--- config.mk ---
export PLATFORM = sky130hd
export DESIGN_NAME = lsu
export DESIGN_NICKNAME = d
export VERILOG_FILES = /design/src/rtl/lsu_pkg.sv /design/src/rtl/lsu_lane.sv /design/src/rtl/lsu.sv
export SDC_FILE = /design/constraint.sdc
export NUM_CORES = 1
export LEC_CHECK = 0
export ABC_AREA = 1
export BUFFER_PORTS_ARGS = -buffer_cell sky130_fd_sc_hd__buf_4
export CAP_MARGIN = 10
export CORE_ASPECT_RATIO = 1.4
export CORE_MARGIN = 3
export CORE_UTILIZATION = 42
export CTS_CLUSTER_SIZE = 25
export DETAILED_ROUTE_END_ITERATION = 6
export PLACE_DENSITY = 0.66
export SLEW_MARGIN = 20
export SYNTH_ARGS = -nofsm -noshare
export SYNTH_HDL_FRONTEND = slang
export SYNTH_SLANG_ARGS = --single-unit
--- constraint.sdc ---
create_clock -name clk_i -period 6.1 [get_ports clk_i]
set_input_delay 0.61 -clock clk_i [delete_from_list [all_inputs] [get_ports clk_i]]
set_output_delay 0.61 -clock clk_i [all_outputs]
set_load 0.005 [all_outputs]
--- src/rtl/lsu_pkg.sv ---
// Shared types and helpers for the load/store unit: access sizes, FSM states,
// default address width and the misalignment rule.
package lsu_pkg;

  localparam int unsigned byte_addr_p = 12;

  typedef enum logic [1:0] {
    LSU_B = 2'd0,
    LSU_H = 2'd1,
    LSU_W = 2'd2
  } t_lsu_size;

  typedef enum logic [2:0] {
    StIdle,
    StRd,
    StWait,
    StWr,
    StResp
  } t_lsu_state;

  function automatic logic lsu_misaligned(input t_lsu_size size, input logic [1:0] off);
    return ((size == LSU_H) && off[0]) || ((size == LSU_W) && (off != 2'b00));
  endfunction

endpackage

--- src/rtl/lsu_lane.sv ---
// Little-endian lane handling: load extract/extend and sub-word store merge.
module lsu_lane
  import lsu_pkg::*;
(
  input  logic [31:0] ld_word_i,
  input  logic [31:0] st_base_i,
  input  logic [31:0] st_data_i,
  input  t_lsu_size   size_i,
  input  logic        unsigned_i,
  input  logic [1:0]  off_i,
  output logic [31:0] ld_data_o,
  output logic [31:0] st_word_o
);

  logic [7:0]  ld_byte;
  logic [15:0] ld_half;
  logic        sext;

  always_comb begin
    ld_byte   = ld_word_i[{off_i, 3'b000} +: 8];
    ld_half   = ld_word_i[{off_i[1], 4'b0000} +: 16];
    sext      = ~unsigned_i;
    ld_data_o = ld_word_i;
    st_word_o = st_data_i;
    case (size_i)
      LSU_B: begin
        ld_data_o = {{24{sext & ld_byte[7]}}, ld_byte};
        st_word_o = st_base_i;
        st_word_o[{off_i, 3'b000} +: 8] = st_data_i[7:0];
      end
      LSU_H: begin
        // addr[0] is ignored: a misaligned half uses the lane picked by addr[1]
        ld_data_o = {{16{sext & ld_half[15]}}, ld_half};
        st_word_o = st_base_i;
        st_word_o[{off_i[1], 4'b0000} +: 16] = st_data_i[15:0];
      end
      default: begin
        ld_data_o = ld_word_i;
        st_word_o = st_data_i;
      end
    endcase
  end

endmodule

--- src/rtl/lsu.sv ---
// Single-outstanding load/store unit in front of a word-wide RAM without byte enables.
// Define LSU_MISALIGN_TRAP_EN to answer misaligned requests with an error response.
module lsu
  import lsu_pkg::*;
#(
  parameter int unsigned ADDR_W  = byte_addr_p,
  parameter int unsigned MEM_LAT = 1
) (
  input  logic              clk_i,
  input  logic              rst_i,
  input  logic              req_valid_i,
  output logic              req_ready_o,
  input  logic              req_we_i,
  input  t_lsu_size         req_size_i,
  input  logic              req_unsigned_i,
  input  logic [ADDR_W-1:0] req_addr_i,
  input  logic [31:0]       req_wdata_i,
  output logic              rsp_valid_o,
  output logic [31:0]       rsp_rdata_o,
  output logic              rsp_err_o,
  output logic [ADDR_W-3:0] mem_addr_o,
  output logic              mem_rd_en_o,
  output logic              mem_wr_en_o,
  output logic [31:0]       mem_wdata_o,
  input  logic [31:0]       mem_rdata_i
);

  localparam int unsigned CntW = (MEM_LAT < 2) ? 1 : $clog2(MEM_LAT);

  t_lsu_state        state_q, state_d;
  logic              we_q, we_d;
  t_lsu_size         size_q, size_d;
  logic              uns_q, uns_d;
  logic [ADDR_W-1:0] addr_q, addr_d;
  logic [31:0]       wdata_q, wdata_d;
  logic [31:0]       rdata_q, rdata_d;
  logic [31:0]       rsp_rdata_q, rsp_rdata_d;
  logic [CntW-1:0]   cnt_q, cnt_d;

  logic [31:0] ld_data;
  logic [31:0] st_word;
  logic        misal;

  lsu_lane u_lane (
    .ld_word_i  (mem_rdata_i),
    .st_base_i  (rdata_q),
    .st_data_i  (wdata_q),
    .size_i     (size_q),
    .unsigned_i (uns_q),
    .off_i      (addr_q[1:0]),
    .ld_data_o  (ld_data),
    .st_word_o  (st_word)
  );

  always_ff @(posedge clk_i) begin
    if (rst_i) begin
      state_q     <= StIdle;
      we_q        <= 1'b0;
      size_q      <= LSU_B;
      uns_q       <= 1'b0;
      addr_q      <= '0;
      wdata_q     <= '0;
      rdata_q     <= '0;
      rsp_rdata_q <= '0;
      cnt_q       <= '0;
    end else begin
      state_q     <= state_d;
      we_q        <= we_d;
      size_q      <= size_d;
      uns_q       <= uns_d;
      addr_q      <= addr_d;
      wdata_q     <= wdata_d;
      rdata_q     <= rdata_d;
      rsp_rdata_q <= rsp_rdata_d;
      cnt_q       <= cnt_d;
    end
  end

  always_comb begin
    state_d     = state_q;
    we_d        = we_q;
    size_d      = size_q;
    uns_d       = uns_q;
    addr_d      = addr_q;
    wdata_d     = wdata_q;
    rdata_d     = rdata_q;
    rsp_rdata_d = rsp_rdata_q;
    cnt_d       = cnt_q;
    misal       = 1'b0;
`ifdef LSU_MISALIGN_TRAP_EN
    misal = lsu_misaligned(req_size_i, req_addr_i[1:0]);
`endif
    case (state_q)
      StIdle: begin
        cnt_d = '0;
        if (req_valid_i) begin
          we_d    = req_we_i;
          size_d  = req_size_i;
          uns_d   = req_unsigned_i;
          addr_d  = req_addr_i;
          wdata_d = req_wdata_i;
          if (misal) begin
            state_d     = StResp;
            rsp_rdata_d = '0;
          end else if (req_we_i && (req_size_i == LSU_W)) begin
            state_d = StWr;
          end else begin
            state_d = StRd;
          end
        end
      end
      StRd: state_d = StWait;
      StWait: begin
        if (cnt_q == CntW'(MEM_LAT - 1)) begin
          rdata_d = mem_rdata_i;
          if (we_q) begin
            state_d = StWr;
          end else begin
            state_d     = StResp;
            rsp_rdata_d = ld_data;
          end
        end else begin
          cnt_d = cnt_q + 1'b1;
        end
      end
      StWr: begin
        state_d     = StResp;
        rsp_rdata_d = '0;
      end
      StResp: state_d = StIdle;
      default: state_d = StIdle;
    endcase
  end

  // Strobes are masked by rst_i so an abort never leaks a write or response
  assign req_ready_o = (state_q == StIdle) & ~rst_i;
  assign mem_rd_en_o = (state_q == StRd) & ~rst_i;
  assign mem_wr_en_o = (state_q == StWr) & ~rst_i;
  assign rsp_valid_o = (state_q == StResp) & ~rst_i;
  assign mem_addr_o  = addr_q[ADDR_W-1:2];
  assign mem_wdata_o = (state_q == StWr) ? st_word : '0;
  assign rsp_rdata_o = rsp_rdata_q;

`ifdef LSU_MISALIGN_TRAP_EN
  assign rsp_err_o = (state_q == StResp) & ~rst_i & lsu_misaligned(size_q, addr_q[1:0]);
`else
  assign rsp_err_o = 1'b0;
`endif

endmodule

==> results.cfg, run 1 <==
[placed_design]
dpl_cell_area_um2 = 7140
place_hpwl_mm = 14.3
port_buffers = 160
gp_congestion = 0.894
dp.cells = 1163

[synth]
async_reset_ff_share_pct = 0
yosys-top-cells-count = nand2_1, a21oi_1, dfxtp_1, o21ai_0, inv_1
synth_most_common_cell = nand2_1
ys_warn_count = 0
synth_area_leaders = dfxtp_1, a21oi_1, nand2_1, o21ai_0, inv_1
synth_largest_area_cell = dfxtp_1
mappedNetlistArea_um2 = 6040
synth_edf_count = 0
synth_ff_type = dfxtp_1
ys_ff_latch = 115
synth_top_area_share_pct = 38.1
ys_seq_area_share_pct = 38.1
synth.avg_cell_area_um2 = 6.79
ys_types = 36
postSynthCellCount = 890
synthesis.nets = 978

[floorplanning]
die_w_um = 107
num_io_pins = 162
start_util_pct = 43.2
die_area_um2 = 15900
core-area_um2 = 14000
dieHeight_um = 148
fp-row-count = 51

[global_route]
grt.total_usage_pct = 25.2
grt_pass1_wl_mm = 31.6
antenna_found_initial = 0
use_met3_pct = 6.33
grt.met1_usage_pct = 31.6
grt_max_degree = 97
grt_pass1_vias = 6059
gr-total-overflow = 0
top_usage_layer = met2
met2_usage_pct = 42.1

[worst_hold_path]
hold_class = reg2reg
min_to = addr_q[6]
hold_path_depth = 2
hold_start = addr_q[6]

[worst_setup_path]
required_ps = 5490
critPathArrivalTime_ps = 3610
start_kind = flip-flop
reg2reg_depth = 9
r2r-end = rsp_rdata_o[24]
max_stage_delay_ps = 950
rrSetupSlack_ps = 3280
crit_path_top_delay_cell = dfxtp_1
timing.rr.start = addr_q[1]
path_class = reg2out
crit_chain = inv_2 > ha_1 > inv_1 > nor2_1 > nand3_1 > o22ai_1 > nand2_1 > a31oi_1 > buf_4
worstPathMaxFanout = 36
end_kind = primary output

[pwr]
sequentialPowerShare_pct = 37.4
p_per_area_nw_per_um2 = 314
switching_share_pct = 32.0
irDropWorstVdd_v = 0.000149
clockPowerShare_pct = 39.8
p_switching_uw = 775
leakage_nw = 3.12
p_int_mw = 1.65
comb_power_share_pct = 22.8

[clocking]
clk_latency_ps = 420
cts_tree = built
cts_root_buffer = clkbuf_16
cts.clk_slew.worst_paths_ps = 50
cts_made_buffers = 17
cts-resized-gates = 0
hold_buffers = 0
cts_setup_buffers = 0
htreeDepth = 4
clkSinkCount = 115
clock_path_buffers = 2

[sta]
setup_viol = 0
finalCritPeriodShare_pct = 69.2
rsz0062_at_grt = no
tightestPinTransition_ps = 969
clock.fmax_mhz = 237
slew_headroom_pct = 35.3
fin_tns_setup_ps = 0
fin_worst_skew_ps = 8.02
hold_viol = 0
maxSlewViolCount = 0
layout_min_cycle_time_ps = 4220

[route]
initialDrtViolationCount = 475
drt_first_pass_iters = 7
final_antenna_net_count = 0
wl_mm = 20.0
drc = 0
avgViaCountPerCell = 5.31
drt-wirelength-per-cell_um = 16.8
vias = 6342

[layout]
nets = 1085
final_cells = 1195
antenna_cells = 0
final.fill_count = 1411
fin_area_um2 = 7710
fin_util_pct = 55.2
area_growth_pct = 27.6
drive_gt1_share_pct = 21.3

[job]
maxCapViolCount = 0

[run_status]
status = complete, no violations
-- stage by stage --
stage	setup WS, ps	hold WS [ps]	total power [mW]
final	1880	445	2.42
after CTS	1980	448	2.43
after floorplan	3560	423	1.29
after detailed placement	2410	439	1.46
after global placement	2480	434	1.46
after global routing	1560	460	2.55
-- how the worst max path moves through the flow --
| stage | end | startpoint | cells after the start | slack, ps |
|---|---|---|---|---|
| final | mem_wdata_o[16] | addr_q[1] | 9 | 1880 |
| after global routing | mem_wdata_o[22] | addr_q[1] | 9 | 1560 |
| after CTS | mem_wdata_o[21] | addr_q[1] | 9 | 1980 |
| after detailed placement | mem_wdata_o[10] | addr_q[1] | 9 | 2410 |
| after global placement | mem_wdata_o[10] | addr_q[1] | 9 | 2480 |
| after floorplan | mem_wdata_o[16] | addr_q[1] | 11 | 3560 |
-- routing by layer --
metal,vias up,routed length (um)
met1,2852,8070
met3,32,1630
met2,283,9860
met5,-,0
li1,3175,-
met4,0,478
-- power by group through the flow --
stage	clock network [mW]	logic, mW	registers, mW
floorplan	0	0.400	0.890
global placement	0	0.545	0.916
detailed placement	0	0.548	0.917
CTS	0.979	0.550	0.903
global route	1.02	0.622	0.914
finish	0.965	0.552	0.905
-- cell type report --
class	instances	area, um^2	share of cell area, %
Timing Repair Buffer	162	1220	15.8
Sequential cell	115	2300	29.9
Clock buffer	22	464	6.02
Multi-Input combinational cell	601	3010	39.0
Inverter	100	384	4.98
Clock inverter	10	108	1.40
Tap cell	185	231	3.00
-- worst max-delay path, delay by kind of cell (launching register included) --
kind | cells | cell delay, ps
flops | 1 | 950
buf+inv | 3 | 750
fa+ha+maj | 1 | 600
simple gates | 3 | 480
compound gates | 2 | 390
-- flip-flops by register name, summed over array words and instances, names as in the netlist --
name,count
we_q,1
rdata_q,32
wdata_q,32
rsp_rdata_o,32
state_q,3
uns_q,1
addr_q,12
size_q,2
-- kinds of logic after synthesis --
| family | synth area share (%) |
|---|---|
| fa+ha+maj | 1.04 |
| buf+inv | 12.4 |
| flops | 38.1 |
| other cells | 0.0621 |
| simple gates | 19.1 |
| compound gates | 29.3 |
-- cell usage in the layout (no fill, tap or decap), drive strengths merged --
cell,synthesis,final
nand2,177,177
buf,32,162
a21oi,136,136
dfxtp,115,115
o21ai,105,105
inv,100,99
nor2,56,56
o22ai,24,24
nand3,23,23
clkbuf,42,22
a31oi,16,16
nor3,12,12
a211oi,9,9
a32oi,8,8
a22oi,8,8
o211ai,7,7
clkinv,0,6
o21a,6,6
or2,6,6
ha,5,5
clkinvlp,0,3
bufinv,0,2
o221ai,1,1
nor4,1,1
conb,1,1
(Power assumes the default switching activity.)
==> run 2: changes to the inputs <==
Settings changed: PLACE_DENSITY 0.66 to 0.69.
Clock period 6.1 ns to 3.5 ns, I/O delays scaled along.
==> run 2 against run 1 <==
Hold slack worse by 230 ps. Power up 79%. Final area up 1.2%. Sequential power up 72%. Critical path type unchanged. Critical endpoint is now mem_wdata_o[19].
==> results.cfg, run 2 (synthesized netlist as in run 1, its figures left out) <==
[run_status]
status = complete, no violations

[placed_design]
gp_congestion = 0.897
place_hpwl_mm = 14.3
port_buffers = 160

[worst_setup_path]
critPathBufInv = 3
crit_path_top_delay_cell = ha_1
cp.depth = 9
end_kind = primary output
cp-endpoint = mem_wdata_o[19]
reg2reg_depth = 8
worstSetupStartpoint = addr_q[0]
timing.rr.start = size_q[1]
max_stage_delay_ps = 490
path_common_cell = inv_1
start_kind = flip-flop
required_ps = 3150
crit_chain = inv_1 > ha_1 > inv_1 > nor2_1 > nand3_1 > o22ai_1 > nand2_1 > a31oi_1 > buf_4
worstPathMaxFanout = 14
critPathArrivalTime_ps = 2700
r2r-end = rsp_rdata_o[5]
critical-path-top-delay-family = simple AND/OR/NAND/NOR gates
path_class = reg2out
rrSetupSlack_ps = 1570

[pwr]
leakage_nw = 3.18
p_total_mw = 4.33
irDropWorstVdd_v = 0.000346
p_per_area_nw_per_um2 = 555

[clocking]
htreeDepth = 4
clk_latency_ps = 420
cts_root_buffer = clkbuf_16
clock_path_buffers = 2
cts.clk_slew.worst_paths_ps = 50
cts_setup_buffers = 0
clkSinkCount = 115
cts_made_buffers = 17
cts_tree = built

[layout]
drive_gt1_share_pct = 22.1
final_cell_mix = nand2_1, buf_4, a21oi_1
nets = 1092
area_growth_pct = 29.2
layout_commonest_cell = nand2_1
antenna_cells = 0

[floorplanning]
die_w_um = 107
die_area_um2 = 15900
core-area_um2 = 14000
start_util_pct = 43.2
num_io_pins = 162
dieHeight_um = 148
fp-row-count = 51

[sta]
finalCritPeriodShare_pct = 87.1
layout_min_cycle_time_ps = 3050
rsz0062_at_grt = no
setup_viol = 0
tightestPinTransition_ps = 744
hold_viol = 0
fin_worst_skew_ps = 9.80
clock.fmax_mhz = 328
fin_tns_setup_ps = 0
slew_headroom_pct = 50.3
fin_hold_ws_ps = 211
maxSlewViolCount = 0

[global_route]
grt_pass1_wl_mm = 30.6
grt_max_degree = 65
gr-total-overflow = 0
antenna_found_initial = 0
grt_pass1_vias = 5773
grt.total_usage_pct = 24.5

[route]
wl_met3_mm = 1.56
drt_first_pass_iters = 5
wl_mm = 19.7
wl_met1_mm = 7.68
final_antenna_net_count = 0
drt-wirelength-per-cell_um = 16.4
drc = 0
avgViaCountPerCell = 5.31
vias = 6374
top_layer_used = met4
wl_met2_mm = 9.81
initialDrtViolationCount = 387

[job]
maxCapViolCount = 0

[worst_hold_path]
hold_class = in2reg
==> run 2: cell count changes in the layout (fill, tap and decap cells not counted), sizes merged <==
cell and change:
clkbuf -1, bufinv +1, buf +7, inv +1, clkinvlp -1, clkinv -1
==> run 2: what timing repair did <==
action	in CTS	in global routing
gates resized for setup	0	1
hold buffers	0	0
setup endpoints to repair	0	5
==> run 2: worst register-to-register path, delay by kind of cell, from the launching register on <==
family,cells,cell delay (ps)
AO/OA/AOI/OAI,2,360
buffers and inverters,3,690
flip-flops,1,360
AND/OR/NAND/NOR,3,450
==> run 2: metrics by stage <==
step                      utilization (%)  setup WS [ps]  cell area, um^2  cells
after detailed placement             51.5            786             7190   1170
after global routing                 55.8            166             7800   1201
final                                55.8            450             7800   1201
after floorplan                         -           1220             6040    890
after CTS                            55.8            333             7800   1201
after global placement               51.5            876             7190   1170
==> run 2: area by class of cell <==
| cell class | instances | area (um^2) |
|---|---|---|
| fillers | 1365 | 6170 |
| multi-input cells | 601 | 3010 |
| flip-flops and latches | 115 | 2300 |
| repair buffers | 169 | 1270 |
| clock buffers | 21 | 480 |
| inverters | 100 | 383 |
| well taps | 185 | 231 |
| clock inverters | 10 | 130 |
==> run 2: routing by layer <==
metal	vias up	GRT usage, %
li1	3192	-
met1	2847	30.0
met2	290	40.7
met3	45	5.77
met4	0	11.2
met5	-	0
==> run 2: how the worst min path moves through the flow <==
stage,depth (start not counted),slack (ps),startpoint,to
floorplan,2,420,wdata_q[24],wdata_q[24]
global placement,2,430,addr_q[11],addr_q[11]
detailed placement,2,430,wdata_q[23],wdata_q[23]
CTS,3,200,req_addr_i[3],addr_q[3]
global route,3,220,req_addr_i[10],addr_q[10]
finish,3,210,req_addr_i[3],addr_q[3]
==> run 2: power by group <==
part	switching, mW	leakage (nW)	internal, mW
Combinational	0.632	1.94	0.349
Clock	0.606	0.300	1.18
Sequential	0.106	0.941	1.46
==> run 3: changes to the inputs <==
Settings changed: RECOVER_POWER from default to 50.
==> run 3 against run 2 <==
The flow now finishes with violations (max-capacitance violations, max-slew violations). Global-route usage is the same. First-iteration DRC count grew 12%. Combinational power fell by 1%. Critical path type is now in2reg. Critical endpoint is now wdata_q[19]. Largest power group unchanged.
==> results.cfg, run 3 (synthesized netlist as in run 1, its figures left out) <==
[pwr]
p_int_mw = 2.98
irDropWorstVdd_v = 0.000352
leakage_nw = 3.11
p_switching_mw = 1.34
comb_power_share_pct = 22.4
p_per_area_nw_per_um2 = 558
sequentialPowerShare_pct = 36.1
switching_share_pct = 31.1
clockPowerShare_pct = 41.5

[worst_setup_path]
worstPathMaxFanout = 49
critPathArrivalTime_ps = 3340
path_class = in2reg
start_kind = primary input
end_kind = flip-flop
required_ps = 3800

[placed_design]
dpl_cell_area_um2 = 7190
place_hpwl_mm = 14.3
port_buffers = 160
gp_congestion = 0.897
dp.cells = 1170

[sta]
tightestPinTransition_ps = 2080
fin_tns_setup_ps = 0
layout_min_cycle_time_ps = 3040
maxSlewViolCount = 73
fin_hold_ws_ps = 204
hold_viol = 0
clock.fmax_mhz = 329
slew_headroom_pct = -39.4
rsz0062_at_grt = no
fin_worst_skew_ps = 9.51
finalCritPeriodShare_pct = 86.8
setup_viol = 0

[global_route]
grt_pass1_wl_mm = 30.6
grt_max_degree = 65
grt.total_usage_pct = 24.5
use_met3_pct = 5.77
gr-total-overflow = 0
antenna_found_initial = 0
top_usage_layer = met2
met2_usage_pct = 40.7
grt_pass1_vias = 5773
grt.met1_usage_pct = 30.0

[clocking]
htreeDepth = 4
cts_made_buffers = 17
cts_tree = built
cts_root_buffer = clkbuf_16
cts.clk_slew.worst_paths_ps = 50
clk_latency_ps = 430
clkSinkCount = 115
clock_path_buffers = 2

[worst_hold_path]
hold_class = in2reg

[run_status]
violations = max-capacitance violations, max-slew violations
status = complete, but fails checks

[route]
drc = 0
wl_mm = 19.6
drt-wirelength-per-cell_um = 16.3
vias = 6326
avgViaCountPerCell = 5.27
final_antenna_net_count = 0
initialDrtViolationCount = 435
drt_first_pass_iters = 6

[layout]
layout_commonest_cell = nand2_1
nets = 1092
fin_util_pct = 55.4
final.fill_count = 1374
final_cells = 1201
antenna_cells = 0
drive_gt1_share_pct = 20.8
final_cell_mix = nand2_1, a21oi_1, buf_4
area_growth_pct = 28.2
fin_area_um2 = 7750

[floorplanning]
num_io_pins = 162
fp-row-count = 51
die_w_um = 107
core-area_um2 = 14000
die_area_um2 = 15900
dieHeight_um = 148
start_util_pct = 43.2

[job]
maxCapViolCount = 2
==> run 3: worst paths after layout <==
kind                  from        endpoint  slack [ps]  cells past startpoint
min reg2reg      addr_q[9]       addr_q[9]         440                      2
max                  rst_i     wdata_q[19]         460                      5
max reg2reg     state_q[2]  rsp_rdata_o[9]         740                      6
min          req_addr_i[3]       addr_q[3]         200                      3
==> run 3: metrics by stage <==
stage	setup slack (ps)	power (mW)
after floorplan	1220	2.25
after global placement	876	2.55
after detailed placement	786	2.56
after CTS	333	4.35
after global routing	90.8	4.53
final	462	4.32
==> run 3: final cells by class <==
class / instances / area, um^2 / area share, %
Clock buffer: 21 / 480 / 6.20
Clock inverter: 10 / 130 / 1.68
Inverter: 100 / 383 / 4.94
Multi-Input combinational cell: 601 / 3000 / 38.7
Sequential cell: 115 / 2300 / 29.7
Tap cell: 185 / 231 / 2.99
Timing Repair Buffer: 169 / 1220 / 15.8
==> run 3: repair_timing <==
| action | 4_1_cts | 5_1_grt |
|---|---|---|
| gates resized for setup | 0 | 1 |
| buffers inserted | 0 | 0 |
| hold buffers | 0 | 0 |
| endpoints found under the setup margin | 0 | 5 |
==> run 3: worst max-delay path: stages <==
cell and delay [ps]:
clkbuf_1 1190, inv_1 1120, buf_4 490, o21ai_0 120, a21oi_1 60
==> run 3: power by group through the flow <==
stage	logic (mW)	clock network, mW	registers, mW
after floorplan	0.697	0	1.55
final	0.967	1.79	1.56
after global routing	1.09	1.87	1.58
after global placement	0.963	0	1.58
after detailed placement	0.971	0	1.59
after CTS	0.975	1.81	1.56
==> run 3: metal layers <==
metal  wire length, um  part of all wire, %
met1              7670                   39
met2              9700                   50
met3              1470                  7.5
met4               712                  3.6
met5                 0                    0
